$ cat config.mk
export PLATFORM = sky130hd
export DESIGN_NAME = kb_scr_host
export DESIGN_NICKNAME = d
export VERILOG_FILES = /design/src/rtl/kb_scr_host.sv
export SDC_FILE = /design/constraint.sdc
export NUM_CORES = 1
export LEC_CHECK = 0
export CAP_MARGIN = 40
export CELL_PAD_IN_SITES_DETAIL_PLACEMENT = 1
export CELL_PAD_IN_SITES_GLOBAL_PLACEMENT = 1
export CORE_MARGIN = 8
export CORE_UTILIZATION = 35
export CTS_BUF_LIST = sky130_fd_sc_hd__clkbuf_4 sky130_fd_sc_hd__clkbuf_8
export DETAILED_ROUTE_END_ITERATION = 12
export PLACE_DENSITY = 0.63
export SYNTH_ARGS = -nofsm -noshare
export SYNTH_HDL_FRONTEND = slang
export SYNTH_SLANG_ARGS = --single-unit
$ cat constraint.sdc
create_clock -name clk -period 3.2 [get_ports clk]
set_clock_uncertainty 0.05 [all_clocks]
set_input_delay 0.64 -clock clk [delete_from_list [all_inputs] [get_ports clk]]
set_output_delay 0.64 -clock clk [all_outputs]
set_load 0.03 [all_outputs]
$ cat src/rtl/kb_scr_host.sv
// kb_scr_host: terminal-side peer of the keyboard/screen driver.
// Key bytes go out through a strobe/ack handshake; screen bytes are acked and buffered.
module kb_scr_host #(
  parameter int DEPTH   = 4,
  parameter int TIMEOUT = 255
) (
  input  logic                     clk,
  input  logic                     rst,
  output logic [7:0]               data_o,
  input  logic [7:0]               data_i,
  output logic [1:0]               control_o,
  input  logic [1:0]               control_i,
  input  logic                     kb_valid,
  input  logic [7:0]               kb_data,
  output logic                     kb_ready,
  output logic                     scr_valid,
  output logic [7:0]               scr_data,
  input  logic                     scr_ready,
  output logic                     kb_timeout,
  output logic [$clog2(DEPTH):0]   kb_count,
  output logic [$clog2(DEPTH):0]   scr_count
);

  localparam int AW = $clog2(DEPTH);
  localparam int CW = AW + 1;
  localparam int TW = $clog2(TIMEOUT + 1);
  localparam logic [CW-1:0] FULL = CW'(DEPTH);
  localparam logic [TW-1:0] TMAX = TW'(TIMEOUT);

  typedef enum logic [1:0] {
    TX_IDLE,
    TX_STROBE,
    TX_RELEASE
  } tx_state_t;

  typedef enum logic {
    RX_IDLE,
    RX_ACK
  } rx_state_t;

  logic [7:0]    r_kb_mem [DEPTH];
  logic [AW-1:0] r_kb_wr;
  logic [AW-1:0] r_kb_rd;
  logic [CW-1:0] r_kb_cnt;
  logic          w_kb_full;
  logic          w_kb_empty;
  logic          w_kb_push;
  logic          w_kb_pop;
  logic [7:0]    w_kb_head;

  logic [7:0]    r_scr_mem [DEPTH];
  logic [AW-1:0] r_scr_wr;
  logic [AW-1:0] r_scr_rd;
  logic [CW-1:0] r_scr_cnt;
  logic          w_scr_full;
  logic          w_scr_empty;
  logic          w_scr_push;
  logic          w_scr_pop;
  logic          w_scr_space;

  tx_state_t     r_tx_st;
  tx_state_t     w_tx_nxt;
  logic          r_wen;
  logic          w_wen_nxt;
  logic [7:0]    r_data;
  logic [7:0]    w_data_nxt;
  logic [TW-1:0] r_timer;
  logic [TW-1:0] w_timer_nxt;
  logic [TW-1:0] w_timer_inc;
  logic          r_timeout;
  logic          w_timeout_nxt;
  logic          w_tx_pop;

  rx_state_t     r_rx_st;
  rx_state_t     w_rx_nxt;
  logic          r_rok;
  logic          w_rok_nxt;
  logic          w_rx_push;

  assign w_kb_full  = (r_kb_cnt == FULL);
  assign w_kb_empty = (r_kb_cnt == '0);
  assign w_kb_head  = r_kb_mem[r_kb_rd];
  assign w_kb_pop   = w_tx_pop & ~w_kb_empty;
  // A pop in the same cycle frees the slot a full-FIFO push needs.
  assign w_kb_push  = kb_valid & (~w_kb_full | w_kb_pop);

  assign w_scr_full  = (r_scr_cnt == FULL);
  assign w_scr_empty = (r_scr_cnt == '0);
  assign w_scr_pop   = scr_ready & ~w_scr_empty;
  assign w_scr_space = ~w_scr_full | w_scr_pop;
  assign w_scr_push  = w_rx_push;

  assign kb_ready   = ~w_kb_full;
  assign kb_count   = r_kb_cnt;
  assign scr_valid  = ~w_scr_empty;
  assign scr_data   = r_scr_mem[r_scr_rd];
  assign scr_count  = r_scr_cnt;
  assign kb_timeout = r_timeout;
  assign data_o     = r_data;
  assign control_o  = {r_wen, r_rok};

  always_ff @(posedge clk) begin
    if (w_kb_push) r_kb_mem[r_kb_wr] <= kb_data;
    if (w_scr_push) r_scr_mem[r_scr_wr] <= data_i;
  end

  always_ff @(posedge clk) begin
    if (rst) begin
      r_kb_wr  <= '0;
      r_kb_rd  <= '0;
      r_kb_cnt <= '0;
    end else begin
      if (w_kb_push) r_kb_wr <= r_kb_wr + 1'b1;
      if (w_kb_pop) r_kb_rd <= r_kb_rd + 1'b1;
      unique case ({w_kb_push, w_kb_pop})
        2'b10:   r_kb_cnt <= r_kb_cnt + 1'b1;
        2'b01:   r_kb_cnt <= r_kb_cnt - 1'b1;
        default: r_kb_cnt <= r_kb_cnt;
      endcase
    end
  end

  always_ff @(posedge clk) begin
    if (rst) begin
      r_scr_wr  <= '0;
      r_scr_rd  <= '0;
      r_scr_cnt <= '0;
    end else begin
      if (w_scr_push) r_scr_wr <= r_scr_wr + 1'b1;
      if (w_scr_pop) r_scr_rd <= r_scr_rd + 1'b1;
      unique case ({w_scr_push, w_scr_pop})
        2'b10:   r_scr_cnt <= r_scr_cnt + 1'b1;
        2'b01:   r_scr_cnt <= r_scr_cnt - 1'b1;
        default: r_scr_cnt <= r_scr_cnt;
      endcase
    end
  end

  always_ff @(posedge clk) begin
    if (rst) begin
      r_tx_st   <= TX_IDLE;
      r_wen     <= 1'b0;
      r_data    <= 8'h00;
      r_timer   <= '0;
      r_timeout <= 1'b0;
    end else begin
      r_tx_st   <= w_tx_nxt;
      r_wen     <= w_wen_nxt;
      r_data    <= w_data_nxt;
      r_timer   <= w_timer_nxt;
      r_timeout <= w_timeout_nxt;
    end
  end

  // write_ok is active-low: 0 means the driver took the byte.
  always_comb begin
    w_tx_nxt      = r_tx_st;
    w_wen_nxt     = r_wen;
    w_data_nxt    = r_data;
    w_timer_nxt   = r_timer;
    w_timeout_nxt = r_timeout;
    w_tx_pop      = 1'b0;
    w_timer_inc   = r_timer + 1'b1;
    unique case (r_tx_st)
      TX_IDLE: begin
        if (!w_kb_empty) begin
          w_data_nxt  = w_kb_head;
          w_wen_nxt   = 1'b1;
          w_timer_nxt = '0;
          w_tx_nxt    = TX_STROBE;
        end
      end
      TX_STROBE: begin
        if (!control_i[0]) begin
          w_wen_nxt   = 1'b0;
          w_tx_pop    = 1'b1;
          w_timer_nxt = '0;
          w_tx_nxt    = TX_RELEASE;
        end else if (w_timer_inc == TMAX) begin
          w_timeout_nxt = 1'b1;
          w_wen_nxt     = 1'b0;
          w_tx_pop      = 1'b1;
          w_timer_nxt   = '0;
          w_tx_nxt      = TX_IDLE;
        end else begin
          w_timer_nxt = w_timer_inc;
        end
      end
      TX_RELEASE: begin
        if (control_i[0]) begin
          w_timer_nxt = '0;
          w_tx_nxt    = TX_IDLE;
        end else if (w_timer_inc == TMAX) begin
          w_timeout_nxt = 1'b1;
          w_timer_nxt   = '0;
          w_tx_nxt      = TX_IDLE;
        end else begin
          w_timer_nxt = w_timer_inc;
        end
      end
      default: begin
        w_wen_nxt   = 1'b0;
        w_timer_nxt = '0;
        w_tx_nxt    = TX_IDLE;
      end
    endcase
  end

  always_ff @(posedge clk) begin
    if (rst) begin
      r_rx_st <= RX_IDLE;
      r_rok   <= 1'b0;
    end else begin
      r_rx_st <= w_rx_nxt;
      r_rok   <= w_rok_nxt;
    end
  end

  // read_en is active-low; one push per low phase.
  always_comb begin
    w_rx_nxt  = r_rx_st;
    w_rok_nxt = r_rok;
    w_rx_push = 1'b0;
    unique case (r_rx_st)
      RX_IDLE: begin
        if (!control_i[1] && w_scr_space) begin
          w_rx_push = 1'b1;
          w_rok_nxt = 1'b1;
          w_rx_nxt  = RX_ACK;
        end
      end
      RX_ACK: begin
        if (control_i[1]) begin
          w_rok_nxt = 1'b0;
          w_rx_nxt  = RX_IDLE;
        end
      end
      default: begin
        w_rok_nxt = 1'b0;
        w_rx_nxt  = RX_IDLE;
      end
    endcase
  end

endmodule

==> summary.md, run 1 <==
| Metric | Value |
|---|---|
| Hold Path Class | `reg -> reg` |
| Area after detailed placement | `0.00501 mm²` |
| Detail Route Antenna Nets | `0` |
| Combinational fraction of design power | `0.312` |
| Final instance area | `0.00520 mm²` |
| Top-area cell type share of the netlist area | `0.442` |
| Final worst path period need | `2960 ps` |
| Total number of vias | `2633` |
| Worst vdd ir | `322 µV` |
| Critical Path AT | `2270 ps` |
| Syn. warnings | `0` |
| Setup WS pre-CTS | `194 ps` |
| Clock Latency Late Sink | `370 ps` |
| 1st-iter DRT viols | `106` |
| Nets | `421` |
| H-tree depth | `3` |
| PortBufs | `48` |
| Count of different cell masters after synthesis | `43` |
| CP max-delay cell | `dfxtp_1` |
| Startpoint Class | `flop` |
| Kind of critical path | `reg -> out` |
| Slew headroom | `0.576` |
| Syn-to-layout area delta | `19.4%` |
| Top cells by area, synth | `edfxtp_1, dfxtp_1, mux4_2, ha_1, nand2_1` |
| R2R Setup Slk | `360 ps` |
| Final hold violations | `0` |
| Final slew viol count | `0` |
| P_sw | `0.00124 W` |
| CP bufs+invs | `1` |
| Sinks on the clock net | `102` |
| Overall die height | `128 µm` |
| Average routed wire per standard cell | `15.8 µm` |
| IO Count | `49` |
| Setup crit end kind | `output port` |
| CP top delay family | `flip-flops` |
| Syn_area_per_cell | `13.1 µm²` |
| Hold wc startpoint | `data_o[3]` |
| Util after Layout | `0.431` |
| Worst-Margin Slew | `636 ps` |
| WL final | `8750 µm` |
| Gr ovfl total | `0` |
| Clock share of power | `0.218` |
| Fmax | `0.337 GHz` |
| Starting Density | `0.361` |
| Seq pwr share | `0.470` |
| Internal power | `0.00232 W` |
| Post-DP HPWL | `6080 µm` |
| Die W | `128 µm` |
| Setup violators final | `0` |
| Total CTS buffers | `9` |
| CORE AREA | `0.0121 mm²` |
| Largest net degree at the start of global routing | `41` |
| Critical-path maximum fanout | `8` |
| Post-Syn Area | `0.00435 mm²` |
| FF-to-FF Start | `r_timer[1]` |
| First-pass GRT wire length | `14400 µm` |
| Async SR Flop Fraction | `0` |
| Top_reg_cell synth | `edfxtp_1` |
| Count leader, synth | `edfxtp_1` |
| Hold Path End | `data_o[3]` |
| Req. time, crit path | `2510 ps` |
| P_leak | `1.74 nW` |
| Post-Syn Nets | `372` |
| Post-CTS setup buffer count | `0` |
| Max Cap Viol | `0` |
| Antenna violations before repair | `0` |
| Fin crit share | `0.926` |
| Outcome | `finished, final reports clean` |
| Layout cells sized above 1 | `0.114` |
| R2R cell count | `12` |
| Clock tree from TritonCTS | `built` |
| RSZ-0062 raised after global routing | `false` |
| Cell row count | `40` |
| CTS max path bufs | `2` |
| EDFF count, synth | `64` |
| FF+latch count, synth | `102` |
| DR pass1 iterations | `4` |
| GRT Total Usage | `0.114` |
| Clock root buffer | `clkbuf_8` |
| Post-synthesis instance total | `332` |
| Die area | `0.0163 mm²` |
| Clock Pin Slew Worst Setup and Hold Paths | `100 ps` |
| Total negative slack | `0 ps` |
| PwrDens | `683 mW/mm²` |
| # diodes | `0` |
| Worst r2r dst | `kb_count[2]` |
| Switching share of power | `0.348` |
| Area of the multi-input gates | `0.00154 mm²` |
| Top post-synthesis cells by count | `edfxtp_1, dfxtp_1, nand2_1` |
| Fillers | `1274` |
| Hold buffers post-CTS | `0` |
| Worst path cell trace | `mux4_2 > clkdlybuf4s50_1` |
| Sequential cell area | `0.00268 mm²` |
| Hold path depth | `2` |
| Largest area contributor in the netlist | `edfxtp_1` |
| Drt via density | `4.75` |
| Drc violations | `0` |
| Setup slack after layout | `237 ps` |
| GPL Wtd Cong | `0.719` |
| Post_cts resized | `0` |
| Worst path max stage delay | `690 ps` |
| Sequential area share after synthesis | `0.616` |
| Vias in the first global route | `2852` |
cell usage in the layout (no fill, tap or decap), types with 9 or more instances in the layout:
master and n:
a21oi_1 19, and2_1 11, clkbuf_8 9, clkdlybuf4s50_1 48, dfxtp_1 38, edfxtp_1 64
ha_1 16, inv_1 20, mux4_2 16, nand2_1 31, nand3_1 12, nor2_1 30
sequential cells by signal, indices dropped and copies added, names as in the netlist, named ones only:
register / cells
r_scr_wr: 2
r_rok: 1
r_scr_rd: 2
r_wen: 1
kb_count: 3
scr_count: 3
r_kb_mem: 32
r_rx_st: 1
r_tx_st: 2
r_kb_wr: 2
r_scr_mem: 32
kb_timeout: 1
r_timer: 8
data_o: 8
r_kb_rd: 2
metrics by stage:
stage               power [W]  hold WS (ps)  cells
finish                0.00355           418    554
global route          0.00375           444    554
CTS                   0.00362           422    554
detailed placement    0.00284           408    538
global placement      0.00281           398    538
floorplan             0.00241           389    332
tightest hold or removal path, delay by kind of cell (launching register included):
family,cells,cell delay [ps]
DFF,1,320
and+or+nand+nor,1,50
AOI/OAI and AO/OA,1,50
worst max path at each step:
stage	slack, ps	to	cells past startpoint	start
finish	240	scr_data[0]	2	flop
global route	80	scr_data[0]	2	flop
CTS	160	scr_data[0]	2	flop
detailed placement	190	kb_count[2]	10	control_i[0]
global placement	260	kb_count[2]	10	control_i[0]
floorplan	470	kb_count[2]	11	kb_count[0]
layout make-up:
class	count	share of cell area
Tap cell	168	0.0404
Timing Repair Buffer	52	0.0982
Clock inverter	6	0.0103
Clock buffer	10	0.0253
Multi-Input combinational cell	196	0.295
Sequential cell	102	0.516
Inverter	20	0.0144
cells by family after synthesis:
| kind of cell | count (synthesis) | share of synthesized area |
|---|---|---|
| adder cells (fa/ha/maj) | 18 | 0.0552 |
| AO/OA/AOI/OAI | 41 | 0.0607 |
| multiplexers | 22 | 0.0977 |
| flip-flops | 102 | 0.616 |
| AND/OR/NAND/NOR | 105 | 0.117 |
| XOR/XNOR | 10 | 0.0218 |
| buffers and inverters | 34 | 0.0310 |
routing by layer:
metal	up-vias	track usage	share of wire
met1	1290	0.133	0.46
met2	41	0.191	0.48
met4	0	0.0609	0.020
met5	-	0	0
met3	10	0.0295	0.041
li1	1292	-	-
power groups by stage:
stage / clock network, W / registers [W] / logic (W)
after floorplan: 0 / 0.00173 / 0.000682
after global placement: 0 / 0.00170 / 0.00111
after detailed placement: 0 / 0.00171 / 0.00113
after CTS: 0.000805 / 0.00168 / 0.00114
after global routing: 0.000844 / 0.00169 / 0.00121
final: 0.000775 / 0.00167 / 0.00111
(Power assumes the default switching activity.)
==> inputs of run 2 (changes only) <==
--- a/config.mk
+++ b/config.mk
@@ -11,7 +11,10 @@
 export CORE_MARGIN = 8
 export CORE_UTILIZATION = 35
 export CTS_BUF_LIST = sky130_fd_sc_hd__clkbuf_4 sky130_fd_sc_hd__clkbuf_8
+export CTS_CLUSTER_DIAMETER = 200
+export CTS_CLUSTER_SIZE = 10
 export DETAILED_ROUTE_END_ITERATION = 12
+export HOLD_SLACK_MARGIN = 0.15
 export PLACE_DENSITY = 0.63
 export SYNTH_ARGS = -nofsm -noshare
 export SYNTH_HDL_FRONTEND = slang
==> results of run 2 <==
Same layout as run 1: the final DEF is identical, and so are final timing and power.
==> inputs of run 3 (changes only) <==
--- a/config.mk
+++ b/config.mk
@@ -5,6 +5,7 @@
 export SDC_FILE = /design/constraint.sdc
 export NUM_CORES = 1
 export LEC_CHECK = 0
+export ABC_AREA = 1
 export CAP_MARGIN = 40
 export CELL_PAD_IN_SITES_DETAIL_PLACEMENT = 1
 export CELL_PAD_IN_SITES_GLOBAL_PLACEMENT = 1
@@ -15,7 +16,7 @@
 export CTS_CLUSTER_SIZE = 10
 export DETAILED_ROUTE_END_ITERATION = 12
 export HOLD_SLACK_MARGIN = 0.15
-export PLACE_DENSITY = 0.63
+export PLACE_DENSITY = 0.66
 export SYNTH_ARGS = -nofsm -noshare
 export SYNTH_HDL_FRONTEND = slang
 export SYNTH_SLANG_ARGS = --single-unit
==> run 3 against run 2 <==
- utilization is 0.086 points lower
- worst hold slack got worse by 2.7 ps
- register-to-register slack worse by 40 ps
- routed wire length up 16%
- setup slack improved by 87 ps
- critical path depth grew 16
- flip-flop and latch count is the same
- final area increased by 2.7%
- largest power group unchanged
- highest routed layer unchanged
==> summary.md, run 3 <==
| Metric | Value |
|---|---|
| Count of different cell masters after synthesis | `28 (-35%)` |
| Post-synthesis instance total | `441 (+33%)` |
| Total CTS buffers | `9 (unchanged)` |
| Max Cap Viol | `0 (unchanged)` |
| Total negative slack | `0 ps (unchanged)` |
| GRT Total Usage | `0.130 (+0.0154)` |
| Slew headroom | `0.528 (-0.0474)` |
| Starting Density | `0.353 (-0.00784)` |
| Drt via density | `4.78 (+0.60%)` |
| Post-Syn Area | `0.00438 mm² (+0.69%)` |
| Count leader, synth | `nor2_1` |
| # diodes | `0 (unchanged)` |
| IO Count | `49 (unchanged)` |
| Syn. warnings | `0 (unchanged)` |
| RSZ-0062 raised after global routing | `false` |
| Fmax | `0.348 GHz (+3.0%)` |
| Top-area cell type share of the netlist area | `0.438 (-0.00302)` |
| R2R Setup Slk | `320 ps (-40 ps)` |
| H-tree depth | `3 (unchanged)` |
| Commonest non-fill, non-tap cell in the layout | `nor2_1` |
| Top cells by area, synth | `edfxtp_1, dfxtp_1, nor2_1, o21ai_0, ha_1` |
| Area of the multi-input gates | `0.00143 mm² (-6.8%)` |
| PortBufs | `48 (unchanged)` |
| Critical Path AT | `3090 ps (+820 ps)` |
| Hold Path Class | `reg -> reg` |
| Post-CTS setup buffer count | `0 (unchanged)` |
| Sequential area share after synthesis | `0.612 (-0.00422)` |
| Drc violations | `0 (unchanged)` |
| GPL Wtd Cong | `0.757 (+5.4%)` |
| CTS max path bufs | `2 (unchanged)` |
| Commonest cells after routing, fill and taps aside | `nor2_1, edfxtp_1, o21ai_0` |
| Die area | `0.0164 mm² (+0.60%)` |
| Setup violators final | `0 (unchanged)` |
| Final instance area | `0.00534 mm² (+2.7%)` |
| Placed Cells | `661 (+23%)` |
| Regs by FF count | `r_kb_mem (32), r_scr_mem (32)` |
| Gr ovfl total | `0 (unchanged)` |
| Nets | `540 (+28%)` |
| Post-layout power | `0.00343 W (-3.5%)` |
| Largest area contributor in the netlist | `edfxtp_1` |
| Top_reg_cell synth | `edfxtp_1` |
| PwrDens | `642 mW/mm² (-6.0%)` |
| Non-Filler Instances | `677 (+22%)` |
| Clock root buffer | `clkbuf_8` |
| Final slew viol count | `0 (unchanged)` |
| Syn_area_per_cell | `9.94 µm² (-24%)` |
| Die W | `128 µm (+0.30%)` |
| Top post-synthesis cells by count | `nor2_1, edfxtp_1, o21ai_0` |
| Fillers | `1435 (+13%)` |
| CORE AREA | `0.0124 mm² (+2.9%)` |
| Post_cts resized | `0 (unchanged)` |
| 1st-iter DRT viols | `104 (-1.9%)` |
| Clock Pin Slew Worst Setup and Hold Paths | `100 ps (about the same)` |
| Outcome | `finished, final reports clean` |
| Hold buffers post-CTS | `0 (unchanged)` |
| WL final | `10100 µm (+16%)` |
| Kind of critical path | `reg -> reg` |
| First-pass GRT wire length | `16500 µm (+14%)` |
| Clock tree from TritonCTS | `built` |
| Met3 Usage GRT | `0.0320 (+0.00250)` |
| Average routed wire per standard cell | `15.0 µm (-5.2%)` |
| Vias in the first global route | `3361 (+18%)` |
| Setup crit end kind | `flop` |
| Setup slack after layout | `324 ps (+87.2 ps)` |
| Final worst path period need | `2880 ps (-87.2 ps)` |
| Fin crit share | `0.899 (-0.0273)` |
| Grt met1 use | `0.147 (+0.0143)` |
| Met2 Use GR | `0.226 (+0.0345)` |
| Worst vdd ir | `383 µV (+19%)` |
| EDFF count, synth | `64 (unchanged)` |
| Detail Route Antenna Nets | `0 (unchanged)` |
| Largest net degree at the start of global routing | `19 (-54%)` |
| GR peak layer | `met2` |
| Overall die height | `128 µm (+0.30%)` |
| Async SR Flop Fraction | `0 (unchanged)` |
| Worst-Margin Slew | `707 ps (+71.0 ps)` |
| Sinks on the clock net | `102 (unchanged)` |
| Post-DP HPWL | `6970 µm (+15%)` |
| DR pass1 iterations | `4 (unchanged)` |
| Startpoint Class | `flop` |
| Layout cells sized above 1 | `0.0812 (-0.0328)` |
| Sequential cell area | `0.00268 mm² (unchanged)` |
| Critical-path maximum fanout | `5 (-3)` |
| Req. time, crit path | `3420 ps (+910 ps)` |
| Cell row count | `41 (+2.5%)` |
| Antenna violations before repair | `0 (unchanged)` |
| Final hold violations | `0 (unchanged)` |
| Syn-to-layout area delta | `21.8%` |
| Setup WS pre-CTS | `251 ps (+56.1 ps)` |
| Clock Latency Late Sink | `380 ps (about the same)` |
| Post-Syn Nets | `481 (+29%)` |
| Total number of vias | `3237 (+23%)` |
| FF+latch count, synth | `102 (unchanged)` |
| P_leak | `1.96 nW (+13%)` |
| Area after detailed placement | `0.00511 mm² (+2.0%)` |
==> run 3: changes by cell type after synthesis, moves of 5 or more <==
cell,change
buf_1,-5
xor2_1,-5
nor2_1,+50
and2_1,-11
o21ai_0,+51
o22ai_1,+8
or3_1,-6
nand2_1,+13
inv_1,+31
a21oi_1,+7
mux4_2,-16
==> run 3: logic make-up after synthesis <==
group,count (synthesis),synth area share
adders and majority gates,18,0.0548
AOI/OAI and AO/OA,104,0.127
DFF,102,0.612
buffers and inverters,67,0.0617
and+or+nand+nor,150,0.145
==> run 3: through the flow <==
step	hold WS, ps	utilization
after global routing	458	0.430
after floorplan	382	-
after CTS	422	0.430
final	415	0.430
after detailed placement	406	0.412
after global placement	393	0.412
==> run 3: area by class of cell <==
cell class,count,share of cell area
tap,172,0.0403
sequential,102,0.502
clock inverter,7,0.0194
multi-input combinational,272,0.268
inverter,53,0.0373
timing repair buffer,62,0.110
clock buffer,9,0.0232
==> run 3: final timing paths <==
path,startpoint,end,depth (start not counted)
worst max-delay path,r_timer[1],kb_count[2],18
worst min-delay path,kb_timeout,kb_timeout,2
worst max register to register,r_timer[1],kb_count[2],18
worst min register to register,kb_timeout,kb_timeout,2
==> run 3: power breakdown <==
group / total [W] / internal [W] / switching [W]
logic: 0.000914 / 0.000343 / 0.000572
registers: 0.00159 / 0.00152 / 0.0000695
clock network: 0.000929 / 0.000453 / 0.000476
total: 0.00343 / 0.00231 / 0.00112
==> run 3: routing by layer <==
| metal | up-vias | part of all wire | wire, µm |
|---|---|---|---|
| li1 | 1604 | - | - |
| met1 | 1569 | 0.44 | 4470 |
| met2 | 48 | 0.50 | 5080 |
| met3 | 16 | 0.037 | 377 |
| met4 | 0 | 0.021 | 210 |
| met5 | - | 0 | 0 |
==> run 3: worst max-delay path, stage by stage, from the launching register on <==
cell and delay, ps:
dfxtp_1 420, ha_1 240, nand3_1 170, nor2_1 130, nand2_1 80, nand2_1 80
nor2_2 50, nand2_2 50, nand2_1 60, nand2_2 100, nand2_2 100, nand2_2 120
ha_1 160, inv_1 70, fa_1 380, a21oi_1 160, o21ai_0 120, o21ai_0 170
a21oi_1 50
